`config.mk`:
```
export PLATFORM = sky130hd
export DESIGN_NAME = matrix_alu_seq
export DESIGN_NICKNAME = d
export VERILOG_FILES = /design/src/rtl/matrix_pkg.sv /design/src/rtl/matrix_alu_seq_alu.sv /design/src/rtl/matrix_alu_seq.sv
export SDC_FILE = /design/constraint.sdc
export NUM_CORES = 1
export LEC_CHECK = 0
export BUFFER_PORTS_ARGS = -buffer_cell sky130_fd_sc_hd__buf_4
export CORE_ASPECT_RATIO = 1.75
export CORE_MARGIN = 4
export CORE_UTILIZATION = 55
export CTS_CLUSTER_SIZE = 20
export DETAILED_ROUTE_END_ITERATION = 10
export PLACE_DENSITY = 0.75
export SLEW_MARGIN = 10
export SYNTH_ARGS = -nofsm -noshare
export SYNTH_HDL_FRONTEND = slang
export SYNTH_SLANG_ARGS = --single-unit
export TNS_END_PERCENT = 10
```
`constraint.sdc`:
```
create_clock -name clk -period 9.11 [get_ports clk]
set_input_delay 1.3665 -clock clk [delete_from_list [all_inputs] [get_ports clk]]
set_output_delay 1.3665 -clock clk [all_outputs]
set_load 0.01 [all_outputs]
```
`src/rtl/matrix_pkg.sv`:
```
// Shared definitions for the matrix coprocessor: op codes, ALU sequencer states,
// and the row-major buffer addressing helper.
package matrix_pkg;

   localparam logic [2:0] OP_ADD   = 3'b000;
   localparam logic [2:0] OP_SUB   = 3'b001;
   localparam logic [2:0] OP_MUL   = 3'b010;
   localparam logic [2:0] OP_MULR  = 3'b011;
   localparam logic [2:0] OP_DET   = 3'b100;
   localparam logic [2:0] OP_TRANS = 3'b101;
   localparam logic [2:0] OP_OPP   = 3'b110;
   localparam logic [2:0] OP_RST   = 3'b111;

   typedef enum logic [1:0] {
      S_IDLE = 2'd0,
      S_RD   = 2'd1,
      S_WR   = 2'd2,
      S_FIN  = 2'd3
   } state_t;

   // Buffers are laid out row-major with a fixed MAX_N stride.
   function automatic int unsigned idx_addr(input int unsigned row,
                                            input int unsigned col,
                                            input int unsigned max_n);
      return row * max_n + col;
   endfunction

endpackage

```
`src/rtl/matrix_alu_seq_alu.sv`:
```
// Combinational saturating element ALU: one matrix element in, one result out,
// plus a flag telling whether the true result had to be clamped.
module sat_elem_alu
   import matrix_pkg::*;
#(
   parameter int unsigned DATA_W = 8
) (
   input  logic [2:0]               op,
   input  logic signed [DATA_W-1:0] a,
   input  logic signed [DATA_W-1:0] b,
   input  logic signed [DATA_W-1:0] scalar,
   output logic signed [DATA_W-1:0] result,
   output logic                     sat
);

   localparam int unsigned WW = 2 * DATA_W;
   localparam logic signed [WW-1:0] MAXV = WW'({1'b0, {(DATA_W-1){1'b1}}});
   localparam logic signed [WW-1:0] MINV = ~MAXV;

   logic signed [WW-1:0] wide;

   // Full-precision result first, then clamp to the element range.
   always_comb begin
      wide = WW'(a);
      case (op)
         OP_ADD:  wide = WW'(a) + WW'(b);
         OP_SUB:  wide = WW'(a) - WW'(b);
         OP_MULR: wide = WW'(a) * WW'(scalar);
         OP_OPP:  wide = -WW'(a);
         default: wide = WW'(a);
      endcase

      sat    = 1'b0;
      result = wide[DATA_W-1:0];
      if (wide > MAXV) begin
         sat    = 1'b1;
         result = MAXV[DATA_W-1:0];
      end else if (wide < MINV) begin
         sat    = 1'b1;
         result = MINV[DATA_W-1:0];
      end
   end

endmodule

```
`src/rtl/matrix_alu_seq.sv`:
```
// Sequential matrix ALU: walks an NxN submatrix row-major, one read and one
// write per element, with saturating arithmetic and sticky overflow.
module matrix_alu_seq
   import matrix_pkg::*;
#(
   parameter int unsigned DATA_W = 8,
   parameter int unsigned MAX_N  = 5,
   parameter int unsigned ADDR_W = 5
) (
   input  logic              clk,
   input  logic              rst_n,
   input  logic              start,
   input  logic [2:0]        op,
   input  logic [2:0]        size,
   input  logic [DATA_W-1:0] scalar,
   output logic              busy,
   output logic              done,
   output logic              err,
   output logic              ovf,
   output logic              rd_en,
   output logic [ADDR_W-1:0] rd_addr,
   input  logic [DATA_W-1:0] a_data,
   input  logic [DATA_W-1:0] b_data,
   output logic              wr_en,
   output logic [ADDR_W-1:0] wr_addr,
   output logic [DATA_W-1:0] wr_data
);

   localparam int unsigned IDX_W = 3;
   localparam logic [IDX_W-1:0] MAX_N_L = IDX_W'(MAX_N);

   state_t            state, nxt;
   logic [2:0]        op_q, nxt_op;
   logic [IDX_W-1:0]  size_q, nxt_size, row, nxt_row, col, nxt_col;
   logic [DATA_W-1:0] scalar_q, nxt_scalar;
   logic              nxt_busy, nxt_done, nxt_err, nxt_ovf, nxt_rd_en, nxt_wr_en;
   logic [ADDR_W-1:0] nxt_rd_addr, nxt_wr_addr, lin_addr, tr_addr;
   logic [DATA_W-1:0] alu_res;
   logic              alu_sat;

   sat_elem_alu #(.DATA_W(DATA_W)) u_alu (
      .op     (op_q),
      .a      (a_data),
      .b      (b_data),
      .scalar (scalar_q),
      .result (alu_res),
      .sat    (alu_sat)
   );

   // Read data only arrives during WR, so the write data path is combinational.
   assign wr_data = wr_en ? alu_res : '0;

   always_comb begin
      nxt        = state;
      nxt_op     = op_q;
      nxt_size   = size_q;
      nxt_scalar = scalar_q;
      nxt_row    = row;
      nxt_col    = col;
      nxt_err    = err;
      nxt_ovf    = ovf;

      case (state)
         S_IDLE: begin
            if (start) begin
               nxt_op     = op;
               nxt_size   = size;
               nxt_scalar = scalar;
               nxt_row    = '0;
               nxt_col    = '0;
               nxt_ovf    = 1'b0;
               nxt_err    = 1'b0;
               if (op == OP_RST) begin
                  nxt = S_FIN;
               end else if (op == OP_MUL || op == OP_DET ||
                            size < IDX_W'(2) || size > MAX_N_L) begin
                  nxt_err = 1'b1;
                  nxt     = S_FIN;
               end else begin
                  nxt = S_RD;
               end
            end
         end
         S_RD: nxt = S_WR;
         S_WR: begin
            nxt_ovf = ovf | alu_sat;
            nxt     = S_RD;
            if (col == size_q - IDX_W'(1)) begin
               nxt_col = '0;
               if (row == size_q - IDX_W'(1)) nxt = S_FIN;
               else                           nxt_row = row + IDX_W'(1);
            end else begin
               nxt_col = col + IDX_W'(1);
            end
         end
         S_FIN:   nxt = S_IDLE;
         default: nxt = S_IDLE;
      endcase

      // Registered port values are derived from the state being entered.
      lin_addr    = ADDR_W'(idx_addr(32'(nxt_row), 32'(nxt_col), MAX_N));
      tr_addr     = ADDR_W'(idx_addr(32'(nxt_col), 32'(nxt_row), MAX_N));
      nxt_rd_en   = (nxt == S_RD);
      nxt_wr_en   = (nxt == S_WR);
      nxt_rd_addr = nxt_rd_en ? lin_addr : '0;
      nxt_wr_addr = nxt_wr_en ? ((nxt_op == OP_TRANS) ? tr_addr : lin_addr) : '0;
      nxt_busy    = nxt_rd_en | nxt_wr_en;
      nxt_done    = (nxt == S_FIN);
   end

   always_ff @(posedge clk or negedge rst_n) begin
      if (!rst_n) begin
         state    <= S_IDLE;
         op_q     <= '0;
         size_q   <= '0;
         scalar_q <= '0;
         row      <= '0;
         col      <= '0;
         busy     <= 1'b0;
         done     <= 1'b0;
         err      <= 1'b0;
         ovf      <= 1'b0;
         rd_en    <= 1'b0;
         rd_addr  <= '0;
         wr_en    <= 1'b0;
         wr_addr  <= '0;
      end else begin
         state    <= nxt;
         op_q     <= nxt_op;
         size_q   <= nxt_size;
         scalar_q <= nxt_scalar;
         row      <= nxt_row;
         col      <= nxt_col;
         busy     <= nxt_busy;
         done     <= nxt_done;
         err      <= nxt_err;
         ovf      <= nxt_ovf;
         rd_en    <= nxt_rd_en;
         rd_addr  <= nxt_rd_addr;
         wr_en    <= nxt_wr_en;
         wr_addr  <= nxt_wr_addr;
      end
   end

endmodule

```
# --- Word-level counts from Yosys, hierarchy flattened ---
# Index checks and enable logic that the tools add are counted.
totals:
  regBits: 38
  latchBits: 0
  mem_bits_rw: 0
  romBits: 0
  input_bits: 33
  out_inout_bits: 24
  elab_cells: 83
  n_memories: 0
classes:
  addsub: 8
  mul: 3
  div: 0
  magnitude_cmp: 4
  n_eq_ne: 16
  n_shift: 0
  n_mux: 28
  bitwise: 2
  reduce_logical: 8
op_table:
  columns: ["cell", "count"]
  rows:
  - ["case mux 16 bit (4 select lines)", 1]
  - ["two-way mux 8 bit", 3]
  - ["two-way mux 3 bit", 7]
  - ["greater-than comparator 16 x 8 -> 1 bit, second input constant", 1]
  - ["< comparator 16 x 8 -> 1 bit, second input constant", 1]
  - ["multiplier 8 x 8 -> 16 bit", 1]
  - ["negator 8 -> 16 bit", 1]
  - ["two-way mux 5 bit", 3]
  - ["== test 3 bit, second input constant", 4]
  - ["case mux 3 bit (2 select lines)", 2]
  - ["adder 5 x 3 -> 5 bit", 2]
  - ["multiplier 3 x 3 -> 5 bit, second input constant", 2]
  - ["two-way mux 2 bit", 5]
  - ["adder 8 x 8 -> 9 bit", 1]
  - ["subtractor 8 x 8 -> 9 bit", 1]
  - ["== test 2 bit, second input constant", 4]
  - ["case mux 2 bit (4 select lines)", 1]
  - ["adder 3 x 1 -> 3 bit, second input constant", 2]
  - ["== test 3 x 2 -> 1 bit, second input constant", 2]
  - ["== test 3 bit", 2]
  - ["two-way mux 1 bit", 5]
  - ["== test 2 x 1 -> 1 bit, second input constant", 2]
  - ["AND reduction 2 bit", 2]
  - ["== test 3 x 1 -> 1 bit, second input constant", 1]
  - ["10 further kinds", 13]

# --- Logic depth before layout (Yosys ltp) ---
# Gate-level depths: netlist of run 1.
logic_depth:
  word_depth: 10
  ltp_mapped: 19
  depth_no_buf: 18

# --- Cells and area by module ---
# From an unflattened synthesis of run 1, not the netlist that was laid out.
hier_totals:
  hier_cells: 684
  area_unflattened_um2: 5915.7
by_module_without_submodules:
  columns: ["mod", "n_inst", "cells_each", "area_per_inst_um2", "seq_area_each_um2"]
  rows:
  - ["sat_elem_alu", 1, 479, 3858.7, 0.0]
  - ["matrix_alu_seq", 1, 205, 2057.0, 950.9]

# --- Worst setup path before layout of run 1 ---
# OpenSTA, ideal clock, no wires.
synth_timing:
  path_type: "input to output"
  from: "input port a_data[4]"
  to: "output port wr_data[0]"
  arrival_time_ns: 6.104
  required_time_ns: 7.744
  path_slack_ns: 1.640
  stages: 18
  n_path_buf: 2
  path_cell_list: "clkbuf_1 > nand2_1 > fa_1 > inv_1 > fa_1 > fa_1 > inv_1 > fa_1 > inv_1 > ha_1 > buf_6 > a21o_1 > a221oi_2 > nor2_1 > o31a_1 > o41a_1 > o311ai_4 > o31ai_1"
synth_via:
  elab_chain_len: 6
  elab_cells_between_ends: 10
synth_rtl:
  columns: ["element", "line_no", "rtl"]
  rows:
  - ["from (decl)", "matrix_alu_seq.sv:22", "input logic [DATA_W-1:0] a_data,"]
  - ["multiplier 8 x 8 -> 16 bit, or another cell as far along", "matrix_alu_seq_alu.sv:28", "OP_MULR: wide = WW'(a) * WW'(scalar);"]
  - ["case mux 16 bit (4 select lines) *", "matrix_alu_seq_alu.sv:25", "case (op)"]
  - ["< comparator 16 x 8 -> 1 bit", "matrix_alu_seq_alu.sv:38", "end else if (wide < MINV) begin"]
  - ["two-way mux 8 bit", "matrix_alu_seq_alu.sv:38", null]
  - ["two-way mux 8 bit *", "matrix_alu_seq_alu.sv:35", "if (wide > MAXV) begin"]
  - ["two-way mux 8 bit *", "matrix_alu_seq.sv:51", "assign wr_data = wr_en ? alu_res : '0;"]
  - ["to (decl)", "matrix_alu_seq.sv:26", "output logic [DATA_W-1:0] wr_data"]
# Every way passes the cells marked *; elsewhere a longest branch is shown, timed or not.

# --- Worst setup path in the final report of run 1 ---
layout_timing:
  from: "input port a_data[0]"
  to: "output port wr_data[4]"
# Same word-level chain as after synthesis.

==> metrics.log, run 1 <==
[metrics] outcome: completed
[metrics] register bit total from synthesis: 38
[metrics] Setup TNS: 0 ns
[metrics] synthesized area per cell: around 8.7 um^2
[metrics] Max clock buf depth: 2
[metrics] number of post-CTS setup repair buffers: 0
[metrics] routed wire length per instance: about 18 um
[metrics] global-route wire length before repair: ~26 mm
[metrics] Fmax: 126 MHz
[metrics] Initial Util: a little under three fifths
[metrics] number of endpoints with negative hold slack in the final report: 0
[metrics] vias in the first global route: approximately 5500
[metrics] cells taking the most area after synthesis: fa_1 20%, dfrtp_1 16%, ha_1 13%, inv_1 6.7%, and2_1 4.9%
[metrics] largest family of logic cells by synthesized area: adder cells
[metrics] Net Count, Synth: 843
[metrics] area leader, netlist: fa_1
[metrics] EDFF count, synth: 0
[metrics] flip-flop cell with the highest count after synthesis: dfrtp_1
[metrics] Final Wtd Congestion: between 0.9 and 1
[metrics] detailed placement HPWL: between 10 and 15 mm
[metrics] die extent in y: approximately 150 um
[metrics] largest fanout on the critical path: 9
[metrics] total instance count after detailed placement: 851
[metrics] overall routed net length: between 15 and 20 mm
[metrics] Area growth, synth to finish: 10.8%
[metrics] share of synthesized area spent on multiplexers: about 1.5%
[metrics] All-Layer GR Usage: between 20% and 30%
[metrics] fraction of layout instances using a drive strength above 1: a little over a tenth
[metrics] 1st-iter DRT viols: between 200 and 250
[metrics] First-pass DRT Iterations: 4
[metrics] share of Yosys cell area claimed by the top area cell type: 19.7%
[metrics] worst hold slack: 0.524 ns
[metrics] arrival time of the worst setup path: 6.58 ns
[metrics] final count of pins violating max slew: 0
[metrics] netlist area before placement: 0.00601 mm^2
[metrics] post-detailed-placement cell area: roughly 0.0065 mm^2
[metrics] ratio of routed vias to standard cells: between 5 and 6
[metrics] antenna diode instance count: 0
[metrics] setup clock skew after layout: 0.00910 ns
[metrics] number of rows created at floorplan: 50
[metrics] Total Nets Final: about 880
[metrics] transition at the pin with the smallest max-transition slack: 1.05 ns
[metrics] Worst Reg-to-Reg Cells: 17
[metrics] clock root buffer master: clkbuf_16
[metrics] IO Pins: 57
[metrics] number of remaining DRC errors: 0
[metrics] minimum period implied by the final worst setup slack: 7.95 ns
[metrics] area share of and/or/nand/nor cells after synthesis: about a fifth
[metrics] number of clock buffers inserted by TritonCTS: 5
[metrics] clock slew at reported path FFs: around 0.060 ns
[metrics] routed vias: ~5000
[metrics] worst min-delay path class: register to register
[metrics] synthesized-area fraction occupied by ao, oa, aoi and oai cells: about 17%
[metrics] asr flop ratio synth: 100%
[metrics] sequential-to-total area share from yosys stat: 15.8%
[metrics] post-synthesis xor/xnor area fraction: under 10%
[metrics] Die Area: 0.0127 mm^2
[metrics] max cap viols: 0
[metrics] crit path kind: input port to primary output
[metrics] count of clock tree sinks: 38
[metrics] RSZ-0062 raised after global routing: false
[metrics] required arrival time at the worst endpoint: slightly below 8 ns
[metrics] GRT Residual Overflow: 0
[metrics] cells after synthesis: ~690
[metrics] number of warnings printed during yosys synthesis: 0
[metrics] headroom to the max-slew limit: a little under a third
[metrics] adder and majority cell fraction of the synthesized area: between 30% and 40%
[metrics] clock latency reported for the late side of the worst-skew pair: around 0.29 ns
[metrics] Die W: 87 um
[metrics] filler-free cell count of the finished design: 859
[metrics] remaining antenna violation count after routing: 0
[metrics] final worst-path cycle share: between 80 and 90%
[metrics] maximum number of pins on one net before global-route repair: 39
[metrics] count of input and output buffers: 56
[metrics] clock tree from TritonCTS: done
[metrics] deepest level of the CTS H-tree: 2
[metrics] number of different library cells in the post-synthesis netlist: between 60 and 70
[metrics] final instance area: between 0.006 and 0.007 mm^2
[metrics] worst hold stages: 2
[metrics] number of buffers added to fix hold violations after cts: 0
[metrics] kind of end point of the critical path: primary output
[metrics] Gates resized, CTS repair: 0
[metrics] final setup vio count: 0
[metrics] number of filler cells placed in the layout: around 900
[metrics] startpoint class of the critical path: input port
[metrics] Std-Cell Core Area: ~0.011 mm^2
[metrics] number of antenna violations at the first check in global routing: 0
==> kinds of logic after synthesis <==
logic type | count (synthesis)
xor gates and xnor gates | 34
adders and majority gates | 122
buffers and inverters | 130
and+or+nand+nor | 218
muxes | 9
AOI/OAI and AO/OA | 137
DFF | 38
==> sequential cells by signal (all words and copies together), names as in the netlist <==
signal    flops
wr_addr       5
ovf           1
done          1
wr_en         1
busy          1
rd_en         1
err           1
rd_addr       5
scalar_q      8
col           3
row           3
size_q        3
op_q          3
state         2
==> cell usage in the layout (no fill, tap or decap), types with 23 or more instances in the layout <==
cell,n
and2_1,47
inv_1,107
o21ai_0,23
ha_1,63
a21oi_1,23
nand2_1,77
dfrtp_1,38
buf_4,56
xnor2_1,24
fa_1,59
nor2_1,25
==> routing by layer <==
layer,share of wire [%],global-route usage (%),up-vias
li1,-,-,2395
met1,34,25.9,2448
met2,58,48.8,124
met3,3.2,2.60,39
met4,4.8,11.9,0
met5,0,0,-
==> synthesized netlist by cell type, drive strengths merged (2+ instances only) <==
library cell  instances
dfrtp                38
a22o                  2
nor2                 25
clkbuf               17
a211oi                4
or3b                  2
o21a                  5
xnor2                24
and3                  6
mux2i                 8
inv                 107
a32o                  3
a311o                 2
a32oi                 3
o311ai                5
o41a                  2
a21oi                23
or3                   8
ha                   63
o41ai                 2
or4                   3
and4                  2
a211o                 4
o31ai                11
xor2                  8
a21o                 13
nor3                  9
buf                   6
o22ai                 4
o31a                  4
a221oi                6
nor3b                 4
o21ai                24
nand4                 3
o211ai                8
fa                   59
nand2                77
nand3                 5
nor2b                13
o22a                  2
and2                 47
nand2b               10
or2                   2
==> critical path, stage by stage <==
cell      delay [ns]
buf_4           0.15
inv_1           0.15
nand2_1         0.10
fa_1            0.54
fa_1            0.55
inv_1           0.05
fa_1            0.53
inv_1           0.06
fa_1            0.54
inv_1           0.05
ha_1            0.37
and3_2          0.22
a221oi_1        0.40
o21bai_1        0.12
xor2_1          0.18
o41a_1          0.38
o311ai_4        0.48
o31ai_1         0.16
buf_4           0.18
==> through the flow <==
step	setup slack, ns	util, %
final	1.16	62.2
after detailed placement	1.21	60.6
after global placement	1.26	60.6
after global routing	0.911	62.2
after floorplan	1.64	-
after CTS	1.18	62.2
==> cell type report <==
type | instances | area [um^2] | area share (%)
clock buffers | 5 | 125 | 1.88
inverters | 107 | 402 | 6.03
flip-flops and latches | 38 | 951 | 14.3
multi-input cells | 520 | 4550 | 68.4
clock inverters | 3 | 45.0 | 0.677
well taps | 130 | 163 | 2.44
repair buffers | 56 | 420 | 6.31
==> path summary, 6_finish.rpt <==
kind | slack [ns] | start | end
worst max-delay path | 1.16 | a_data[0] | wr_data[4]
worst min-delay path | 0.52 | err | err
worst max register to register | 3.59 | scalar_q[2] | ovf
worst min register to register | 0.52 | err | err
max in group asynchronous | 7.74 | rst_n | scalar_q[1]
min in group asynchronous | 1.04 | rst_n | wr_addr[2]
Power of run 1 is not shown: default switching activity piles up to over one toggle a cycle in this logic, so the estimate is an artifact.
==> run 2, diff against run 1 <==
--- a/config.mk
+++ b/config.mk
@@ -6,14 +6,17 @@
 export NUM_CORES = 1
 export LEC_CHECK = 0
 export BUFFER_PORTS_ARGS = -buffer_cell sky130_fd_sc_hd__buf_4
+export CELL_PAD_IN_SITES_DETAIL_PLACEMENT = 1
+export CELL_PAD_IN_SITES_GLOBAL_PLACEMENT = 2
 export CORE_ASPECT_RATIO = 1.75
 export CORE_MARGIN = 4
-export CORE_UTILIZATION = 55
+export CORE_UTILIZATION = 38
 export CTS_CLUSTER_SIZE = 20
 export DETAILED_ROUTE_END_ITERATION = 10
-export PLACE_DENSITY = 0.75
+export PLACE_DENSITY_LB_ADDON = 0.1
 export SLEW_MARGIN = 10
 export SYNTH_ARGS = -nofsm -noshare
 export SYNTH_HDL_FRONTEND = slang
+export SYNTH_HIERARCHICAL = 1
 export SYNTH_SLANG_ARGS = --single-unit
 export TNS_END_PERCENT = 10
==> constraint.sdc (replaced) <==
create_clock -name clk -period 9.11 [get_ports clk]
set_input_delay 1.3665 -clock clk [delete_from_list [all_inputs] [get_ports clk]]
set_output_delay 1.3665 -clock clk [all_outputs]
set_load 0.05 [all_outputs]
==> run 2 against run 1 <==
Effect of this change:
- setup slack got worse by 0.28 ns
- critical endpoint is now wr_data[1]
- die area grew 39%
- maximum frequency down 3.5%
- cell area grew 0.39%
- first-iteration DRC count shrank 60%
- sequential share of layout area decreased by 0.056 points
- highest routed layer unchanged
- critical path depth rose by 2
- via count down 1.3%
==> metrics.log, run 2 <==
[metrics] kind of end point of the critical path: primary output
[metrics] number of buffers added to fix hold violations after cts: 0 (unchanged)
[metrics] IO Pins: 57 (unchanged)
[metrics] number of remaining DRC errors: 0 (unchanged)
[metrics] setup clock skew after layout: 0.00711 ns (-0.00199 ns)
[metrics] First-pass DRT Iterations: 4 (unchanged)
[metrics] final setup vio count: 0 (unchanged)
[metrics] origin of the critical flop-to-flop path: scalar_q[4]
[metrics] Top Registers: scalar_q x8, rd_addr x5, wr_addr x5
[metrics] cells after synthesis: 684 (-0.58%)
[metrics] Reg-to-Reg End: ovf
[metrics] RSZ-0062 raised after global routing: false
[metrics] overall routed net length: 17.4 mm (+14%)
[metrics] count of input and output buffers: 56 (unchanged)
[metrics] fin worst setup slack: 0.876 ns (-0.285 ns)
[metrics] delay of the slowest cell on the worst path: 0.67 ns (+0.12 ns)
[metrics] slowest library cell on the worst path: fa_1
[metrics] share of Yosys cell area claimed by the top area cell type: 19.3% (-0.37 points)
[metrics] Gates resized, CTS repair: 0 (unchanged)
[metrics] max cap viols: 0 (unchanged)
[metrics] required arrival time at the worst endpoint: 7.74 ns (about the same)
[metrics] most instantiated library cell after synthesis: inv_1
[metrics] routed wire length per instance: 19.0 um (+6.7%)
[metrics] max reg flops: 8 (unchanged)
[metrics] remaining antenna violation count after routing: 0 (unchanged)
[metrics] headroom to the max-slew limit: 52.8% (+23 points)
[metrics] minimum period implied by the final worst setup slack: 8.23 ns (+0.285 ns)
[metrics] clock tree from TritonCTS: done
[metrics] number of different library cells in the post-synthesis netlist: 70 (+1.4%)
[metrics] number of endpoints with negative hold slack in the final report: 0 (unchanged)
[metrics] register bit total from synthesis: 38 (unchanged)
[metrics] sequential-to-total area share from yosys stat: 16.1% (+0.24 points)
[metrics] Crit path max-delay family: adder cells
[metrics] asr flop ratio synth: 100% (unchanged)
[metrics] number of rows created at floorplan: 60 (+20%)
[metrics] clock root buffer master: clkbuf_16
[metrics] arrival time of the worst setup path: 6.87 ns (+0.29 ns)
[metrics] deepest level of the CTS H-tree: 2 (unchanged)
[metrics] number of clock buffers inserted by TritonCTS: 5 (unchanged)
[metrics] number of antenna violations at the first check in global routing: 0 (unchanged)
[metrics] cells taking the most area after synthesis: fa_1 19%, dfrtp_1 16%, ha_1 14%, and2_1 7.0%, inv_1 6.5%
[metrics] highest-count cells in the layout ignoring fill and taps: 102 x inv_1, 73 x nand2_1, 66 x and2_1
[metrics] startpoint class of the critical path: input port
[metrics] final worst-path cycle share: 90.4% (+3.1 points)
[metrics] Final Wtd Congestion: 0.822 (-13%)
[metrics] maximum number of pins on one net before global-route repair: 39 (unchanged)
[metrics] vias in the first global route: 5579 (+2.0%)
[metrics] worst reg-to-reg setup slack: 3.24 ns (-0.35 ns)
[metrics] register bank with the most flops: scalar_q
[metrics] clock slew at reported path FFs: 0.05 ns (about the same)
[metrics] count of clock tree sinks: 38 (unchanged)
[metrics] antenna diode instance count: 0 (unchanged)
[metrics] critical path capture point: wr_data[1]
[metrics] commonest non-fill, non-tap cell in the layout: inv_1
[metrics] die extent in y: 173 um (+18%)
[metrics] Net Count, Synth: 838 (-0.59%)
[metrics] Fmax: 121 MHz (-3.5%)
[metrics] Die Area: 0.0177 mm^2 (+39%)
[metrics] detailed placement HPWL: 14.8 mm (+16%)
[metrics] worst min-delay path class: register to register
[metrics] Worst Reg-to-Reg Cells: 19 (+2)
[metrics] Initial Util: 38.6% (-18 points)
[metrics] final instance area: 0.00668 mm^2 (+0.39%)
[metrics] clock latency reported for the late side of the worst-skew pair: 0.29 ns (about the same)
[metrics] outcome: completed
[metrics] area leader, netlist: fa_1
[metrics] EDFF count, synth: 0 (unchanged)
[metrics] crit path kind: input port to primary output
[metrics] fraction of layout instances using a drive strength above 1: 12.0% (+1.2 points)
[metrics] Std-Cell Core Area: 0.0153 mm^2 (+43%)
[metrics] transition at the pin with the smallest max-transition slack: 0.702 ns (-0.347 ns)
[metrics] Worst Path Buf+Inv: 6 (unchanged)
[metrics] first element of the critical path: a_data[7]
[metrics] global-route wire length before repair: 28.2 mm (+10%)
[metrics] largest fanout on the critical path: 13 (+4)
[metrics] GRT Residual Overflow: 0 (unchanged)
[metrics] final count of pins violating max slew: 0 (unchanged)
[metrics] Final Util: 43.6% (-19 points)
[metrics] minimum setup slack after placement: 0.831 ns (-0.379 ns)
[metrics] 1st-iter DRT viols: 90 (-60%)
[metrics] All-Layer GR Usage: 20.3% (-5.0 points)
[metrics] Setup TNS: 0 ns (unchanged)
[metrics] flip-flop cell with the highest count after synthesis: dfrtp_1
[metrics] netlist area before placement: 0.00592 mm^2 (-1.5%)
[metrics] synthesized area per cell: 8.65 um^2 (-0.94%)
[metrics] routed vias: 4941 (-1.3%)
[metrics] synth cell count leaders: 102 x inv_1, 73 x nand2_1, 66 x and2_1
[metrics] Cell Chain, Critical Path: buf_4 -> and2_1 -> fa_1 -> inv_1 -> fa_1 -> inv_1 -> fa_1 -> inv_1 -> fa_1 -> inv_1 -> ha_1 -> and2_1 -> or2_4 -> a41o_1 -> a21oi_2 -> xnor2_1 -> a211o_1 -> a21boi_2 -> o21ai_1 -> and2_1 -> buf_4
[metrics] total number of cells along the worst setup path: 21 (+2)
[metrics] number of warnings printed during yosys synthesis: 6 (+6)
[metrics] Die W: 102 um (+18%)
[metrics] Total Nets Final: 885 (+0.23%)
[metrics] Max clock buf depth: 2 (unchanged)
[metrics] post-detailed-placement cell area: 0.00652 mm^2 (+0.42%)
[metrics] Area growth, synth to finish: 13.0%
[metrics] ratio of routed vias to standard cells: 5.39 (-7.5%)
[metrics] number of post-CTS setup repair buffers: 0 (unchanged)
-- run 2: cell types whose count changed in the layout (fill, tap and decap cells not counted), sizes merged, moves of 4 or more --
cell   change
a22o       +4
and2      +19
o21ai      +5
nand2      -4
and3       -5
o31ai      -5
a21oi      +9
or3        -6
inv        -5
a21o       -9
nor2       +6
-- run 2: worst min-delay path, delay by kind of cell, from the launching register on --
kind | cells | cell delay [ns]
DFF | 1 | 0.35
and+or+nand+nor | 2 | 0.11
-- run 2: metal layers --
| metal | GRT usage (%) | wire [um] |
|---|---|---|
| met1 | 19.3 | 5790 |
| met2 | 43.2 | 10900 |
| met3 | 1.37 | 254 |
| met4 | 5.86 | 463 |
| met5 | 0 | 0 |
-- run 2: worst min path at each step --
stage                           end  depth (start not counted)      start  slack (ns)
after floorplan           size_q[2]                          2  size_q[2]        0.51
after global placement          err                          2        err        0.47
after detailed placement        err                          2        err        0.47
after CTS                       err                          2        err        0.49
after global routing            ovf                          1        ovf        0.55
final                           err                          2        err        0.49
-- run 2: cells by family (layout without fill, tap and decap cells) --
kind of cell / after synthesis / count (layout) / share of synthesized area, %
AND/OR/NAND/NOR: 222 / 222 / 19.4
AO/OA/AOI/OAI: 138 / 138 / 16.8
adder cells (fa/ha/maj): 121 / 121 / 32.8
buffers and inverters: 120 / 167 / 7.64
flip-flops: 38 / 38 / 16.1
XOR/XNOR: 37 / 37 / 5.60
multiplexers: 8 / 8 / 1.59
-- run 2: layout make-up --
cell class	instances	area, um^2
flip-flops and latches	38	951
multi-input cells	526	4510
clock inverters	1	30.0
clock buffers	6	139
well taps	186	233
inverters	102	383
fillers	1826	8630
repair buffers	58	435
-- run 2: per-stage QoR --
stage / hold slack, ns / std cells
global placement: 0.470 / 910
CTS: 0.489 / 917
finish: 0.489 / 917
detailed placement: 0.472 / 910
floorplan: 0.507 / 684
global route: 0.553 / 917
Power of run 2 is left out for the same reason.
==> run 3, diff against run 2 <==
--- a/config.mk
+++ b/config.mk
@@ -17,6 +17,5 @@
 export SLEW_MARGIN = 10
 export SYNTH_ARGS = -nofsm -noshare
 export SYNTH_HDL_FRONTEND = slang
-export SYNTH_HIERARCHICAL = 1
 export SYNTH_SLANG_ARGS = --single-unit
 export TNS_END_PERCENT = 10
==> run 3 against run 2 <==
Effect of this change:
- critical path depth shrank 4
- critical endpoint is now wr_data[4]
- worst hold slack gained 0.012 ns
- utilization shrank 0.21 points
- non-clock buffer count shrank 1
- sequential share of layout area shrank 0.069 points
- flip-flop and latch count is the same
==> metrics.log, run 3 (synthesis results as in run 1) <==
[metrics] clock slew at reported path FFs: 0.06 ns (about the same)
[metrics] Die Area: 0.0180 mm^2 (+1.4%)
[metrics] origin of the critical flop-to-flop path: scalar_q[2]
[metrics] crit path kind: input port to primary output
[metrics] Final Util: 43.4% (-0.21 points)
[metrics] All-Layer GR Usage: 21.2% (+0.87 points)
[metrics] number of remaining DRC errors: 0 (unchanged)
[metrics] IO Pins: 57 (unchanged)
[metrics] commonest non-fill, non-tap cell in the layout: inv_1
[metrics] final setup vio count: 0 (unchanged)
[metrics] count of input and output buffers: 56 (unchanged)
[metrics] minimum period implied by the final worst setup slack: 8.05 ns (-0.179 ns)
[metrics] met1 Resource Use GR: 22.8% (+3.5 points)
[metrics] arrival time of the worst setup path: 6.69 ns (-0.18 ns)
[metrics] First-pass DRT Iterations: 4 (unchanged)
[metrics] max reg flops: 8 (unchanged)
[metrics] startpoint class of the critical path: input port
[metrics] total instance count after detailed placement: 908 (-0.22%)
[metrics] clock tree from TritonCTS: done
[metrics] register bank with the most flops: scalar_q
[metrics] number of rows created at floorplan: 60 (unchanged)
[metrics] worst reg-to-reg setup slack: 3.60 ns (+0.36 ns)
[metrics] number of post-CTS setup repair buffers: 0 (unchanged)
[metrics] routed wire length per instance: 19.7 um (+3.5%)
[metrics] remaining antenna violation count after routing: 0 (unchanged)
[metrics] outcome: completed
[metrics] Top Registers: scalar_q x8, rd_addr x5, wr_addr x5
[metrics] number of clock buffers inserted by TritonCTS: 5 (unchanged)
[metrics] Setup TNS: 0 ns (unchanged)
[metrics] number of antenna violations at the first check in global routing: 0 (unchanged)
[metrics] number of endpoints with negative hold slack in the final report: 0 (unchanged)
[metrics] transition at the pin with the smallest max-transition slack: 0.833 ns (+0.131 ns)
[metrics] final worst-path cycle share: 88.4% (-2.0 points)
[metrics] post-detailed-placement cell area: 0.00657 mm^2 (+0.77%)
[metrics] Final Wtd Congestion: 0.848 (+3.1%)
[metrics] M3 GR Usage: 1.33% (-0.047 points)
[metrics] die extent in y: 174 um (+0.73%)
[metrics] Gates resized, CTS repair: 0 (unchanged)
[metrics] setup clock skew after layout: 0.00696 ns (-0.000146 ns)
[metrics] Die W: 103 um (+0.71%)
[metrics] deepest level of the CTS H-tree: 2 (unchanged)
[metrics] RSZ-0062 raised after global routing: false
[metrics] GRT Residual Overflow: 0 (unchanged)
[metrics] Hold Crit Start: err
[metrics] overall routed net length: 18.0 mm (+3.4%)
[metrics] ratio of routed vias to standard cells: 5.50 (+2.1%)
[metrics] 1st-iter DRT viols: 138 (+53%)
[metrics] headroom to the max-slew limit: 44.4% (-8.3 points)
[metrics] Std-Cell Core Area: 0.0155 mm^2 (+0.98%)
[metrics] final instance area: 0.00672 mm^2 (+0.49%)
[metrics] Total Nets Final: 884 (-0.11%)
[metrics] clock root buffer master: clkbuf_16
[metrics] kind of end point of the critical path: primary output
[metrics] highest-count cells in the layout ignoring fill and taps: 107 x inv_1, 77 x nand2_1, 63 x ha_1
[metrics] maximum number of pins on one net before global-route repair: 39 (unchanged)
[metrics] Max clock buf depth: 2 (unchanged)
[metrics] busiest metal layer after global routing: met2
[metrics] routed vias: 5040 (+2.0%)
[metrics] vias in the first global route: 5749 (+3.0%)
[metrics] clock latency reported for the late side of the worst-skew pair: 0.28 ns (about the same)
[metrics] count of clock tree sinks: 38 (unchanged)
[metrics] fraction of layout instances using a drive strength above 1: 11.0% (-1.1 points)
[metrics] largest fanout on the critical path: 18 (+5)
[metrics] first element of the critical path: a_data[4]
[metrics] antenna diode instance count: 0 (unchanged)
[metrics] worst min-delay path class: register to register
[metrics] max cap viols: 0 (unchanged)
[metrics] final count of pins violating max slew: 0 (unchanged)
[metrics] Fmax: 124 MHz (+2.2%)
[metrics] detailed placement HPWL: 15.0 mm (+1.5%)
[metrics] number of buffers added to fix hold violations after cts: 0 (unchanged)
[metrics] required arrival time at the worst endpoint: 7.74 ns (about the same)
[metrics] met2 track demand over resource: 41.8% (-1.4 points)
[metrics] Area growth, synth to finish: 11.8%
[metrics] Initial Util: 38.8% (+0.22 points)
[metrics] filler-free cell count of the finished design: 916 (-0.11%)
[metrics] global-route wire length before repair: 29.8 mm (+5.6%)
run 3: changes by cell type in the layout (fill, tap and decap cells not counted), moves of 5 or more:
cell | previous run | this run
a21oi_1 | 28 | 23
inv_1 | 102 | 107
o21ai_1 | 9 | 0
or3_1 | 1 | 8
o31ai_1 | 6 | 11
a21o_1 | 4 | 13
and2_1 | 66 | 47
run 3: per-layer routing:
layer  share of wire [%]  wire, um  vias up
met4                 3.0       539        0
met1                  36      6440     2542
li1                    -         -     2390
met5                   0         0        -
met2                  59     10700       78
met3                 1.9       347       30
run 3: metrics by stage:
stage,hold slack (ns),setup WS [ns]
after detailed placement,0.496,0.993
after global routing,0.534,0.758
final,0.501,1.06
after CTS,0.509,0.992
after global placement,0.470,1.07
after floorplan,0.490,0.794
run 3: final cells by class:
type                            instances  area [um^2]
Inverter                              107          402
Multi-Input combinational cell        520         4550
Clock buffer                            6          139
Fill cell                            1849         8750
Timing Repair Buffer                   57          428
Clock inverter                          2         12.5
Tap cell                              186          233
Sequential cell                        38          951
run 3: worst paths after layout:
kind | depth (start not counted) | endpoint
min in group asynchronous | 1 | err
min reg2reg | 2 | err
max in group asynchronous | 1 | scalar_q[5]
min | 2 | err
max | 17 | wr_data[4]
max reg2reg | 17 | ovf
run 3: critical path, cell delays in order:
cell and delay, ns:
buf_4 0.22, and2_1 0.19, fa_1 0.45, fa_1 0.52, fa_1 0.55, inv_1 0.06
fa_1 0.53, inv_1 0.05, ha_1 0.39, a211o_1 0.35, a211o_1 0.32, a32oi_1 0.27
nor3_1 0.14, o41ai_4 0.47, a41oi_2 0.18, o31ai_1 0.36, buf_4 0.25
Power of run 3 is left out for the same reason.
